$ cat src/rtl/lc_mem_arb_pkg.sv
// Shared definitions for the layer-controller memory arbiter: FSM encoding,
// default address/data widths and the grant index width helper.
package lc_mem_arb_pkg;

  localparam int LC_MEM_ADDR_WIDTH = 32;
  localparam int LC_MEM_DATA_WIDTH = 32;
  localparam int DEF_AW = LC_MEM_ADDR_WIDTH - 2;
  localparam int DEF_DW = LC_MEM_DATA_WIDTH;

  typedef enum logic [1:0] {
    ST_IDLE    = 2'd0,
    ST_ISSUE   = 2'd1,
    ST_RELEASE = 2'd2,
    ST_RESP    = 2'd3
  } arb_state_e;

  function automatic int idx_width(input int n);
    int w;
    w = 1;
    while ((1 << w) < n) w++;
    return w;
  endfunction

endpackage

$ cat src/rtl/lc_mem_arbiter_rr_pick.sv
// Combinational round-robin picker: the first set request strictly after
// last_grant (wrapping), with last_grant itself considered last.
module lc_rr_pick
  import lc_mem_arb_pkg::*;
#(
  parameter int N_REQ = 2,
  parameter int IW    = idx_width(N_REQ)
) (
  input  logic [N_REQ-1:0] req,
  input  logic [IW-1:0]    last_grant,
  output logic [N_REQ-1:0] winner_oh,
  output logic [IW-1:0]    winner_idx
);

  logic found_s;

  always_comb begin
    winner_oh  = '0;
    winner_idx = '0;
    found_s    = 1'b0;
    for (int k = 1; k <= N_REQ; k++) begin
      for (int i = 0; i < N_REQ; i++) begin
        if (!found_s && req[i] && (i == ((int'(last_grant) + k) % N_REQ))) begin
          found_s      = 1'b1;
          winner_oh[i] = 1'b1;
          winner_idx   = IW'(i);
        end else begin
          found_s = found_s;
        end
      end
    end
  end

endmodule

$ cat src/rtl/lc_mem_arbiter.sv
// Round-robin arbiter sharing one 4-phase memory port among N_REQ requesters.
// Optional issue timeout with error abort is enabled by LC_MEM_ARB_TIMEOUT_EN.
module lc_mem_arbiter
  import lc_mem_arb_pkg::*;
#(
  parameter int N_REQ          = 2,
  parameter int AW             = DEF_AW,
  parameter int DW             = DEF_DW,
  parameter int TIMEOUT_CYCLES = 255
) (
  input  logic                CLK,
  input  logic                RESET,
  input  logic [N_REQ-1:0]    REQ,
  input  logic [N_REQ-1:0]    WRITE,
  input  logic [N_REQ*AW-1:0] ADDR,
  input  logic [N_REQ*DW-1:0] WDATA,
  output logic [N_REQ-1:0]    ACK,
  output logic [N_REQ-1:0]    ERR,
  output logic [DW-1:0]       RDATA,
  output logic                MEM_REQ_OUT,
  output logic                MEM_WRITE,
  output logic [AW-1:0]       MEM_AOUT,
  output logic [DW-1:0]       MEM_DOUT,
  input  logic                MEM_ACK_IN,
  input  logic [DW-1:0]       MEM_DIN
);

  localparam int IW = idx_width(N_REQ);

  arb_state_e       state_q, state_d;
  logic [N_REQ-1:0] req_q;
  logic             mem_ack_q;
  logic [IW-1:0]    grant_q, grant_d;
  logic [IW-1:0]    last_grant_q, last_grant_d;
  logic             mem_req_q, mem_req_d;
  logic             mem_write_q, mem_write_d;
  logic [AW-1:0]    mem_aout_q, mem_aout_d;
  logic [DW-1:0]    mem_dout_q, mem_dout_d;
  logic [DW-1:0]    rdata_q, rdata_d;
  logic [N_REQ-1:0] ack_q, ack_d;
  logic [N_REQ-1:0] pick_oh_s;
  logic [IW-1:0]    pick_idx_s;
  logic [N_REQ-1:0] grant_oh_s;

`ifdef LC_MEM_ARB_TIMEOUT_EN
  localparam int CW = (TIMEOUT_CYCLES > 255) ? 16 : 8;
  logic [CW-1:0]    cnt_q, cnt_d;
  logic [N_REQ-1:0] err_q, err_d;
`endif

  lc_rr_pick #(.N_REQ(N_REQ), .IW(IW)) u_pick (
    .req        (req_q),
    .last_grant (last_grant_q),
    .winner_oh  (pick_oh_s),
    .winner_idx (pick_idx_s)
  );

  assign grant_oh_s = N_REQ'(1'b1) << grant_q;

  // REQ and MEM_ACK_IN are registered once before the FSM looks at them
  always_ff @(posedge CLK) begin
    if (RESET) begin
      state_q      <= ST_IDLE;
      req_q        <= '0;
      mem_ack_q    <= 1'b0;
      grant_q      <= '0;
      last_grant_q <= IW'(N_REQ - 1);
      mem_req_q    <= 1'b0;
      mem_write_q  <= 1'b0;
      mem_aout_q   <= '0;
      mem_dout_q   <= '0;
      rdata_q      <= '0;
      ack_q        <= '0;
`ifdef LC_MEM_ARB_TIMEOUT_EN
      cnt_q        <= '0;
      err_q        <= '0;
`endif
    end else begin
      state_q      <= state_d;
      req_q        <= REQ;
      mem_ack_q    <= MEM_ACK_IN;
      grant_q      <= grant_d;
      last_grant_q <= last_grant_d;
      mem_req_q    <= mem_req_d;
      mem_write_q  <= mem_write_d;
      mem_aout_q   <= mem_aout_d;
      mem_dout_q   <= mem_dout_d;
      rdata_q      <= rdata_d;
      ack_q        <= ack_d;
`ifdef LC_MEM_ARB_TIMEOUT_EN
      cnt_q        <= cnt_d;
      err_q        <= err_d;
`endif
    end
  end

  always_comb begin
    state_d      = state_q;
    grant_d      = grant_q;
    last_grant_d = last_grant_q;
    mem_req_d    = mem_req_q;
    mem_write_d  = mem_write_q;
    mem_aout_d   = mem_aout_q;
    mem_dout_d   = mem_dout_q;
    rdata_d      = rdata_q;
    ack_d        = ack_q;
`ifdef LC_MEM_ARB_TIMEOUT_EN
    cnt_d        = cnt_q;
    err_d        = err_q;
`endif
    case (state_q)
      ST_IDLE: begin
        // a slow memory release still in progress blocks the next grant
        if ((|req_q) && !mem_ack_q) begin
          grant_d     = pick_idx_s;
          mem_aout_d  = ADDR[pick_idx_s*AW +: AW];
          mem_dout_d  = WDATA[pick_idx_s*DW +: DW];
          mem_write_d = |(WRITE & pick_oh_s);
          mem_req_d   = 1'b1;
`ifdef LC_MEM_ARB_TIMEOUT_EN
          cnt_d       = '0;
`endif
          state_d     = ST_ISSUE;
        end else begin
          state_d = ST_IDLE;
        end
      end
      ST_ISSUE: begin
        if (mem_ack_q) begin
          mem_req_d = 1'b0;
          if (!mem_write_q) begin
            rdata_d = MEM_DIN;
          end else begin
            rdata_d = rdata_q;
          end
          state_d = ST_RELEASE;
        end
`ifdef LC_MEM_ARB_TIMEOUT_EN
        else if (cnt_q == CW'(TIMEOUT_CYCLES - 1)) begin
          mem_req_d = 1'b0;
          rdata_d   = '0;
          err_d     = grant_oh_s;
          state_d   = ST_RELEASE;
        end else begin
          cnt_d = cnt_q + CW'(1);
        end
`else
        else begin
          state_d = ST_ISSUE;
        end
`endif
      end
      ST_RELEASE: begin
        if (!mem_ack_q) begin
          ack_d        = grant_oh_s;
          last_grant_d = grant_q;
          state_d      = ST_RESP;
        end else begin
          state_d = ST_RELEASE;
        end
      end
      ST_RESP: begin
        if (!req_q[grant_q]) begin
          ack_d   = '0;
`ifdef LC_MEM_ARB_TIMEOUT_EN
          err_d   = '0;
`endif
          state_d = ST_IDLE;
        end else begin
          state_d = ST_RESP;
        end
      end
      default: state_d = ST_IDLE;
    endcase
  end

  always_comb begin
    ACK         = ack_q;
    RDATA       = rdata_q;
    MEM_REQ_OUT = mem_req_q;
    MEM_WRITE   = mem_write_q;
    MEM_AOUT    = mem_aout_q;
    MEM_DOUT    = mem_dout_q;
`ifdef LC_MEM_ARB_TIMEOUT_EN
    ERR         = err_q;
`else
    ERR         = '0;
`endif
  end

endmodule

$ cat config.mk
export PLATFORM = sky130hd
export DESIGN_NAME = lc_mem_arbiter
export DESIGN_NICKNAME = d
export VERILOG_FILES = /design/src/rtl/lc_mem_arb_pkg.sv /design/src/rtl/lc_mem_arbiter_rr_pick.sv /design/src/rtl/lc_mem_arbiter.sv
export SDC_FILE = /design/constraint.sdc
export NUM_CORES = 1
export LEC_CHECK = 0
export ABC_AREA = 1
export BUFFER_PORTS_ARGS = -buffer_cell sky130_fd_sc_hd__buf_2
export CAP_MARGIN = 15
export CORE_UTILIZATION = 40
export CTS_CLUSTER_SIZE = 8
export DETAILED_ROUTE_END_ITERATION = 7
export GPL_ROUTABILITY_DRIVEN = 0
export PLACE_DENSITY_LB_ADDON = 0.2
export SYNTH_ARGS = -nofsm -noshare
export SYNTH_HDL_FRONTEND = slang
export SYNTH_SLANG_ARGS = --single-unit
$ cat constraint.sdc
create_clock -name CLK -period 1.47 [get_ports CLK]
set_clock_uncertainty 0.15 [all_clocks]
set_input_delay 0 -clock CLK [delete_from_list [all_inputs] [get_ports CLK]]
set_output_delay 0 -clock CLK [all_outputs]
set_load 0.01 [all_outputs]
; Word level (Yosys, flattened, before mapping)
; Cells that the tools add are included.
[op_classes]
order_cmp = 1
n_reduce_logical = 24
n_mul = 1
bitwise_logic = 5
shift = 3
eq_ne = 9
n_addsub = 2
n_mux = 21
[op_table]
columns = cell, count
row1 = $logic_not A32 Y1, 2
row2 = $shiftx A64 B7 Y32, 1
row3 = $shiftx A60 B7 Y30, 1
row4 = $mux W1, 14
row5 = $reduce_and A3 Y1, 3
row6 = $logic_and A1 B1 Y1, 8
row7 = $mux W2, 4
row8 = $ne A2 B2 Y1 const B, 4
row9 = $pmux W2 S4, 1
row10 = $mul A1 B4 Y5 const B, 1
row11 = $eq A2 B2 Y1 const A, 2
row12 = $eq A2 B2 Y1 const B, 2
row13 = $logic_not A1 Y1, 4
row14 = $pmux W2 S2, 1
row15 = $reduce_and A2 Y1, 2
row16 = $reduce_bool A2 Y1, 2
row17 = $reduce_or A2 Y1, 2
row18 = $add A1 B1 Y1 const B, 2
row19 = $and A1 B1 Y1 const A, 2
row20 = $and A2 B2 Y2, 1
row21 = $eq A2 B1 Y1 const B, 1
row22 = $logic_not A2 Y1, 1
row23 = $lt A1 B2 Y1 const B, 1
row24 = $not A1 Y1, 2
row25 = 2 further kinds, 2
[totals]
register_bits = 105
elab_cells = 77
out_inout_bits = 100
input_bits = 163

; Depth between registers and ports, before layout
; Gate-level depths: netlist (run 1).
[logic_depth]
ltp_word = 19
ltp_mapped = 8
mapped_depth_nobuf = 6

; By module
; From an unflattened synthesis (run 1), not the netlist that was laid out.
[unflattened]
hier_cells = 689
hier_area_um2 = 4802.1
[modules_own_cells]
columns = mod, seq_area_each_um2, cells_per_inst, area_each_um2, instances
row1 = lc_mem_arbiter, 2102.0, 684, 4767.1, 1
row2 = lc_rr_pick, 0.0, 5, 35.0, 1

; Least setup slack after synthesis (run 1)
; Ideal clock, no wire load.
[synth_timing]
kind = flip-flop to flip-flop
from = register state_q[1]
to = register mem_aout_q[0], in the netlist MEM_AOUT[0]
required_ns = 1.208
arrival_ns = 1.118
setup_time_ns = 0.112
stages_incl_launch_ff = 6
path_buffers = 1
period_less_slack_ns = 1.380
slack_ns = 0.090
path_cell_list = dfxtp_1 nor2_2 clkbuf_1 nand3_1 nor2_1 nor2_1
[synth_via]
elab_chain_cells = 2
[synth_lines]
columns = item, line_no
row1 = start: declaration, lc_mem_arbiter.sv:30  ; arb_state_e state_q, state_d;
row2 = start signal: assignment, lc_mem_arbiter.sv:79  ; state_q <= state_d;
row3 = $logic_not A2 Y1, lc_mem_arbiter.sv:111  ; case (state_q)
row4 = $reduce_and A2 Y1 (no source line), n/a
row5 = end signal: assignment, lc_mem_arbiter.sv:86  ; mem_aout_q <= mem_aout_d;
row6 = end: declaration, lc_mem_arbiter.sv:37  ; logic [AW-1:0] mem_aout_q, mem_aout_d;
; Every way passes these cells.
; A chain may end at the register's enable or synchronous reset.

; Final worst setup path (run 1)
[layout_timing]
from = register req_q[0]
to = register mem_dout_q[30], in the netlist MEM_DOUT[30]
[layout_via]
elab_chain_cells = 15
word_cells_on_any_way = 20
cone_classes = 1 x shift / 6 x mux / 13 x reduce/logical
[layout_lines]
columns = item, line_no
row1 = start: declaration, lc_mem_arbiter.sv:31  ; logic [N_REQ-1:0] req_q;
row2 = start signal: assignment, lc_mem_arbiter.sv:64  ; req_q <= '0;
row3 = start signal: assignment, lc_mem_arbiter.sv:80  ; req_q <= REQ;
row4 = $logic_and A1 B1 Y1, lc_mem_arbiter_rr_pick.sv:23  ; if (!found_s && req[i] && (i == ((int'(last_grant) + k) % N_REQ))) begin
row5 = $mux W1, lc_mem_arbiter_rr_pick.sv:23
row6 = $logic_not A1 Y1, lc_mem_arbiter_rr_pick.sv:23
row7 = $logic_and A1 B1 Y1 (2 in series), lc_mem_arbiter_rr_pick.sv:23
row8 = $mux W1, lc_mem_arbiter_rr_pick.sv:23
row9 = $logic_not A1 Y1, lc_mem_arbiter_rr_pick.sv:23
row10 = $logic_and A1 B1 Y1 (2 in series), lc_mem_arbiter_rr_pick.sv:23
row11 = $mux W1, lc_mem_arbiter_rr_pick.sv:23
row12 = $logic_not A1 Y1, lc_mem_arbiter_rr_pick.sv:23
row13 = $logic_and A1 B1 Y1 (2 in series), lc_mem_arbiter_rr_pick.sv:23
row14 = $mux W1, lc_mem_arbiter_rr_pick.sv:23
row15 = $shiftx A64 B7 Y32, lc_mem_arbiter.sv:117  ; mem_dout_d = WDATA[pick_idx_s*DW +: DW];
row16 = end signal: assignment, lc_mem_arbiter.sv:87  ; mem_dout_q <= mem_dout_d;
row17 = end: declaration, lc_mem_arbiter.sv:38  ; logic [DW-1:0] mem_dout_q, mem_dout_d;
; Parallel ways exist; a longest one is shown, timed or not.

==> flow_summary.ini, run 1 <==
[timing]
hold_ws_ns = 0.286
finalCritPeriodShare_pct = 98.5
rsz0062_at_grt = true
final-max-slew-violation-count = 0
worst_slack_ns = 0.0218
max_freq_ghz = 0.691
finalHoldViolations = 0
finalSetupViolCount = 0
period_needed_ns = 1.45

[route]
vias_per_cell = 4.70
wl_per_cell_um = 13.8
drc = 0
drtIter0Drc = 480
drtPass1Iterations = 7
drt_wl_total_um = 20400
ant_nets = 0
num_vias = 6932

[cells_and_area]
finalNetCount = 1462
drive_gt1_share_pct = 27.1
n_antenna_cell = 0
fin_util_pct = 72.8
area_growth_pct = 75.6

[logic_synthesis]
synth.area.top_cells = dfxtp_1 40%, nor2_1 19%, nand3_1 12%, nand2_1 10%, inv_1 9.5%
synthesis.area_sq_mm = 0.00530
ys_seq_elements = 105
yosys_warnings = 0
avgSynthCellArea_sq_um = 6.03
async_reset_ff_share_pct = 0
synth.distinct_cells = 20
synthTopCellsByCount = 263 x nor2_1, 143 x nand2_1, 134 x inv_1
yosys.area.top_type = dfxtp_1
yosysMostFrequentCell = nor2_1
ys_seq_area_share_pct = 39.7
synth_top_area_share_pct = 39.7
synthFlopType = dfxtp_1
synth_edf_count = 0
synth_cells = 879

[pwr]
p_switching_mw = 2.36
p_leak_nw = 4.91
clockPowerShare_pct = 30.2
p_sw_share_pct = 30.0
power_mw = 7.87
power_density_mw_per_mm2 = 846
seqPwrFrac_pct = 40.6
ir_drop_mv = 0.726
p_comb_share_pct = 29.3
internal_power_mw = 5.51

[clock_tree]
cts.sinks = 105
clockBufferDepth = 2
path_clk_slew_ns = 0.07
numCtsBuffers = 9
htree_levels = 3
cts_root_buf = clkbuf_16
cts_tree = built
clock_latency_ns = 0.35

[die]
num_rows = 41
die_area_sq_mm = 0.0137
core_area_sq_mm = 0.0128
ios = 263
fp.dieW_um = 117
die_h_um = 117
start_util_pct = 41.5

[critical_path]
worstPathArrival_ns = 1.54
critical_path_class = flop to flop
required_ns = 1.56
startpoint_type = flop
critPathCaptureType = flop
cp_max_fo = 7

[outcome]
status = complete, no violations

[global_route]
antenna_found_initial = 0
track_usage_pct = 27.6
grt_pass1_vias = 6553
grt_pass1_wl_um = 29800
grt_max_degree = 56
grt_overflow_total = 0

[placement]
hpwl_um = 10900
io_buffers = 260
place_worst_setup_slack_ns = -0.00796

[min_path]
hp-class = input pin to flop

[job]
max_cap_viol_count = 0
flip-flops by register name, summed over array words and instances (netlist names):
signal        cells
MEM_AOUT         30
MEM_DOUT         32
last_grant_q      1
ACK               2
state_q           2
MEM_REQ_OUT       1
grant_q           1
RDATA            32
req_q             2
mem_ack_q         1
MEM_WRITE         1
path summary, 6_finish.rpt:
check	from	endpoint	slack (ns)	cells after the start
max reg2reg	req_q[0]	MEM_DOUT[30]	0.02	8
min reg2reg	MEM_REQ_OUT	MEM_REQ_OUT	0.30	2
max	req_q[0]	MEM_DOUT[30]	0.02	8
min	MEM_DIN[24]	RDATA[24]	0.29	4
worst max-delay path, cell delays in order, from the launching register on:
cell and delay (ns):
dfxtp_2 0.33, buf_6 0.12, nand2_4 0.05, and2_4 0.18, buf_12 0.13, clkbuf_16 0.15, nor2_1 0.04, nor2_1 0.13
nor2_1 0.05
area by class of cell:
type	instances	area [sq um]
clock buffer	12	267
clock inverter	3	25.0
fill	990	3470
inverter	137	514
multi-input combinational	580	2500
sequential	105	2110
tap	172	215
timing repair buffer	466	3670
logic make-up (layout without fill, tap and decap cells):
logic type | Yosys count | in the layout | share of synthesized area [%]
AND/OR/NAND/NOR | 539 | 539 | 41.6
buffers and inverters | 195 | 618 | 14.9
flip-flops | 105 | 105 | 39.7
AO/OA/AOI/OAI | 39 | 39 | 3.76
other | 1 | 2 | 0.0708
power groups by stage:
stage / Combinational (mW) / Sequential (mW) / Clock (mW)
after floorplan: 0.900 / 3.35 / 0
after detailed placement: 1.73 / 3.25 / 0
after global placement: 1.71 / 3.24 / 0
after CTS: 2.08 / 3.19 / 2.41
final: 2.30 / 3.19 / 2.37
after global routing: 2.55 / 3.22 / 2.52
metrics by stage:
stage                     setup TNS (ns)  cell area (sq um)  std cells
after detailed placement        -0.00884               6920       1279
after global placement                 0               6920       1279
after floorplan                        0               5300        880
after CTS                              0               8880       1459
after global routing              -0.606               9300       1475
final                                  0               9300       1475
metal layers:
metal  vias to the layer above  wire length [um]  GRT usage (%)
li1                       3460                 -              -
met1                      3080              8170           29.7
met2                       312             10100           49.6
met3                        80              1380           7.62
met4                         0               756           14.0
met5                         -                 0              0
layout by cell type (no fill, tap or decap):
master and n:
buf_2 260, nor2_1 247, dlygate4sd3_1 165, nand2_1 142, inv_1 134, nand3_1 120
dfxtp_1 101, o21ai_0 30, clkbuf_16 18, buf_12 17, nor2_2 16, nand3_2 8
buf_6 7, buf_4 6, a21oi_1 5, dfxtp_2 4, inv_2 3, clkbuf_8 3
nor2_4 2, nand2_2 2, o21ai_1 2, conb_1 2, clkinv_4 2, buf_8 2
nand2_4 1, and2_4 1, a31oi_1 1, o211ai_1 1, clkinvlp_4 1
timing repair:
item,CTS,global route
gates resized for setup,4,37
endpoints found under the setup margin,23,74
buffers inserted,0,6
gates cloned,0,11
hold buffers,165,0
endpoints found under the hold margin,101,0
pin swaps,0,19
(Power assumes the default switching activity.)
==> run 2: changes to the inputs <==
- ABC_AREA: 1 -> default
==> flow_summary.ini, run 2 <==
[job]
max_cap_viol_count = 0

[global_route]
track_usage_pct = 30.3
grt_pass1_vias = 6273
grt_pass1_wl_um = 30100
antenna_found_initial = 0
grt_overflow_total = 0
grt_max_degree = 40

[clock_tree]
clock_latency_ns = 0.35
cts_root_buf = clkbuf_16
htree_levels = 3
path_clk_slew_ns = 0.07
numCtsBuffers = 9
cts.sinks = 105
clockBufferDepth = 2
cts_tree = built

[critical_path]
cp_max_fo = 4
cp_cell_sequence = or3_4 > or3_4 > buf_12 > buf_8 > a221oi_2
crit_buf_inv = 2
max_stage_delay_ns = 0.44
cp_common_cell = or3_4
startpoint_type = flop
reg2reg_depth = 5
cp_slowest_cell = or3_4
r2r_slack_ns = -0.46
timing.rr.start = state_q[0]
worstPathArrival_ns = 2.04
crit_start = state_q[0]
required_ns = 1.57
crit_cells = 5
critPathCaptureType = flop
critical_path_class = flop to flop
crit_family = simple AND/OR/NAND/NOR gates
r2r_end = MEM_DOUT[15]
critPathCapture = MEM_DOUT[15]

[route]
drc = 0
num_vias = 5964
vias_per_cell = 5.33
drtIter0Drc = 482
drtPass1Iterations = 5
wl_per_cell_um = 17.6
drt_wl_total_um = 19700
ant_nets = 0

[logic_synthesis]
yosysMostFrequentCell = nand2_1
synth.area.top_cells = dfxtp_1 44%, a221oi_2 19%, nand2_1 10%, nor3_1 6.8%, inv_1 5.1%
synthesis.area_sq_mm = 0.00474
ys_seq_area_share_pct = 44.4
synthFlopType = dfxtp_1
ys_seq_elements = 105
async_reset_ff_share_pct = 0
synth_edf_count = 0
avgSynthCellArea_sq_um = 8.69
yosys_warnings = 0
yosys.area.top_type = dfxtp_1
synth.distinct_cells = 31
synthTopCellsByCount = 131 x nand2_1, 105 x dfxtp_1, 65 x inv_1
synth_cells = 545
synth_top_area_share_pct = 44.4

[die]
fp.dieW_um = 111
die_area_sq_mm = 0.0123
num_rows = 39
start_util_pct = 41.3
die_h_um = 111
ios = 263
core_area_sq_mm = 0.0115

[placement]
io_buffers = 260
place_worst_setup_slack_ns = -0.465
hpwl_um = 10000

[pwr]
clockPowerShare_pct = 31.4
p_comb_share_pct = 26.6
seqPwrFrac_pct = 42.0
p_sw_share_pct = 28.5
power_density_mw_per_mm2 = 862
p_switching_mw = 2.18
p_leak_nw = 4.01
internal_power_mw = 5.47
ir_drop_mv = 0.625

[outcome]
violations = negative setup slack
status = finished with violations

[cells_and_area]
final_cell_mix = 260 x buf_2, 162 x dlygate4sd3_1, 116 x nand2_1, 102 x dfxtp_1, 64 x inv_1
multi_input_area_sq_mm = 0.00242
finalNetCount = 1136
drive_gt1_share_pct = 44.2
n_antenna_cell = 0
seqCellArea_sq_mm = 0.00211
final_common_cell = buf_2
area_growth_pct = 87.1
fillers = 725

[timing]
finalSetupViolCount = 72
rsz0062_at_grt = true
hold_ws_ns = 0.0638
max_freq_ghz = 0.517
final-max-slew-violation-count = 0
finalCritPeriodShare_pct = 131
setup_tns_ns = -23.86
finalHoldViolations = 0
period_needed_ns = 1.93
worstMarginPinSlew_ns = 0.508
worst_slack_ns = -0.463
slew_headroom_pct = 66.2

[min_path]
hp-class = input pin to flop
min_path_cells = 4
run 2: cell types whose count changed after synthesis, moves of 12 or more:
cell,change
nor2_1,-261
nand3_1,-128
inv_1,-69
nor3_1,+64
a221oi_2,+59
a21oi_1,+30
o21ai_0,-29
nand2_1,-12
run 2: cell families (layout without fill, tap and decap cells):
family	count (synthesis)	count (layout)	share of synthesized area [%]
buffers and inverters	117	548	10.7
AND/OR/NAND/NOR	212	212	19.6
multiplexers	1	1	0.238
AO/OA/AOI/OAI	109	109	24.9
flip-flops	105	105	44.4
other	1	2	0.0791
run 2: layer usage:
metal  wire length (um)  track usage (%)  vias to the layer above
met3               1410             6.94                       91
met5                  0                0                        -
met4                996             19.3                        0
met1               7130             31.9                     2820
li1                   -                -                     2726
met2              10200             54.2                      327
run 2: what timing repair did:
item	in CTS	in global routing
endpoints found under the setup margin	69	99
gates resized for setup	17	75
endpoints found under the hold margin	99	0
gates cloned	6	2
pin swaps	3	23
hold buffers	162	0
buffers inserted	5	7
run 2: stage by stage:
stage / instance area (sq um) / cells / utilization, % / power [mW]
after floorplan: 4760 / 546 / - / 4.02
after global placement: 6390 / 929 / 55.7 / 4.64
after detailed placement: 6390 / 929 / 55.7 / 4.68
after CTS: 8570 / 1117 / 74.8 / 7.48
after global routing: 8860 / 1120 / 77.3 / 7.91
final: 8860 / 1120 / 77.3 / 7.64
run 2: area by class of cell:
cell class,count,share of cell area (%)
clock buffers,12,2.67
clock inverters,3,0.480
inverters,65,2.75
multi-input cells,324,27.3
flip-flops and latches,105,23.8
well taps,143,2.02
repair buffers,468,41.1
run 2: worst min path at each step:
stage	to	startpoint	slack, ns
after global placement	req_q[0]	REQ[0]	0.07
after detailed placement	req_q[1]	REQ[1]	0.06
after CTS	req_q[1]	RESET	0.05
after global routing	MEM_DOUT[8]	RESET	0.07
final	MEM_DOUT[8]	RESET	0.06
after floorplan	mem_ack_q	MEM_ACK_IN	-0.02
run 2: worst register-to-register path, cell delays in order, from the launching register on:
cell	delay, ns
dfxtp_2	0.32
or3_4	0.39
or3_4	0.44
buf_12	0.16
buf_8	0.14
a221oi_2	0.25
run 2: power groups by stage:
stage / clock network, mW / registers, mW / logic, mW
2_1_floorplan: 0 / 3.36 / 0.658
3_3_place_gp: 0 / 3.25 / 1.39
3_5_place_dp: 0 / 3.26 / 1.42
4_1_cts: 2.41 / 3.20 / 1.87
5_1_grt: 2.53 / 3.23 / 2.16
6_report: 2.40 / 3.21 / 2.03
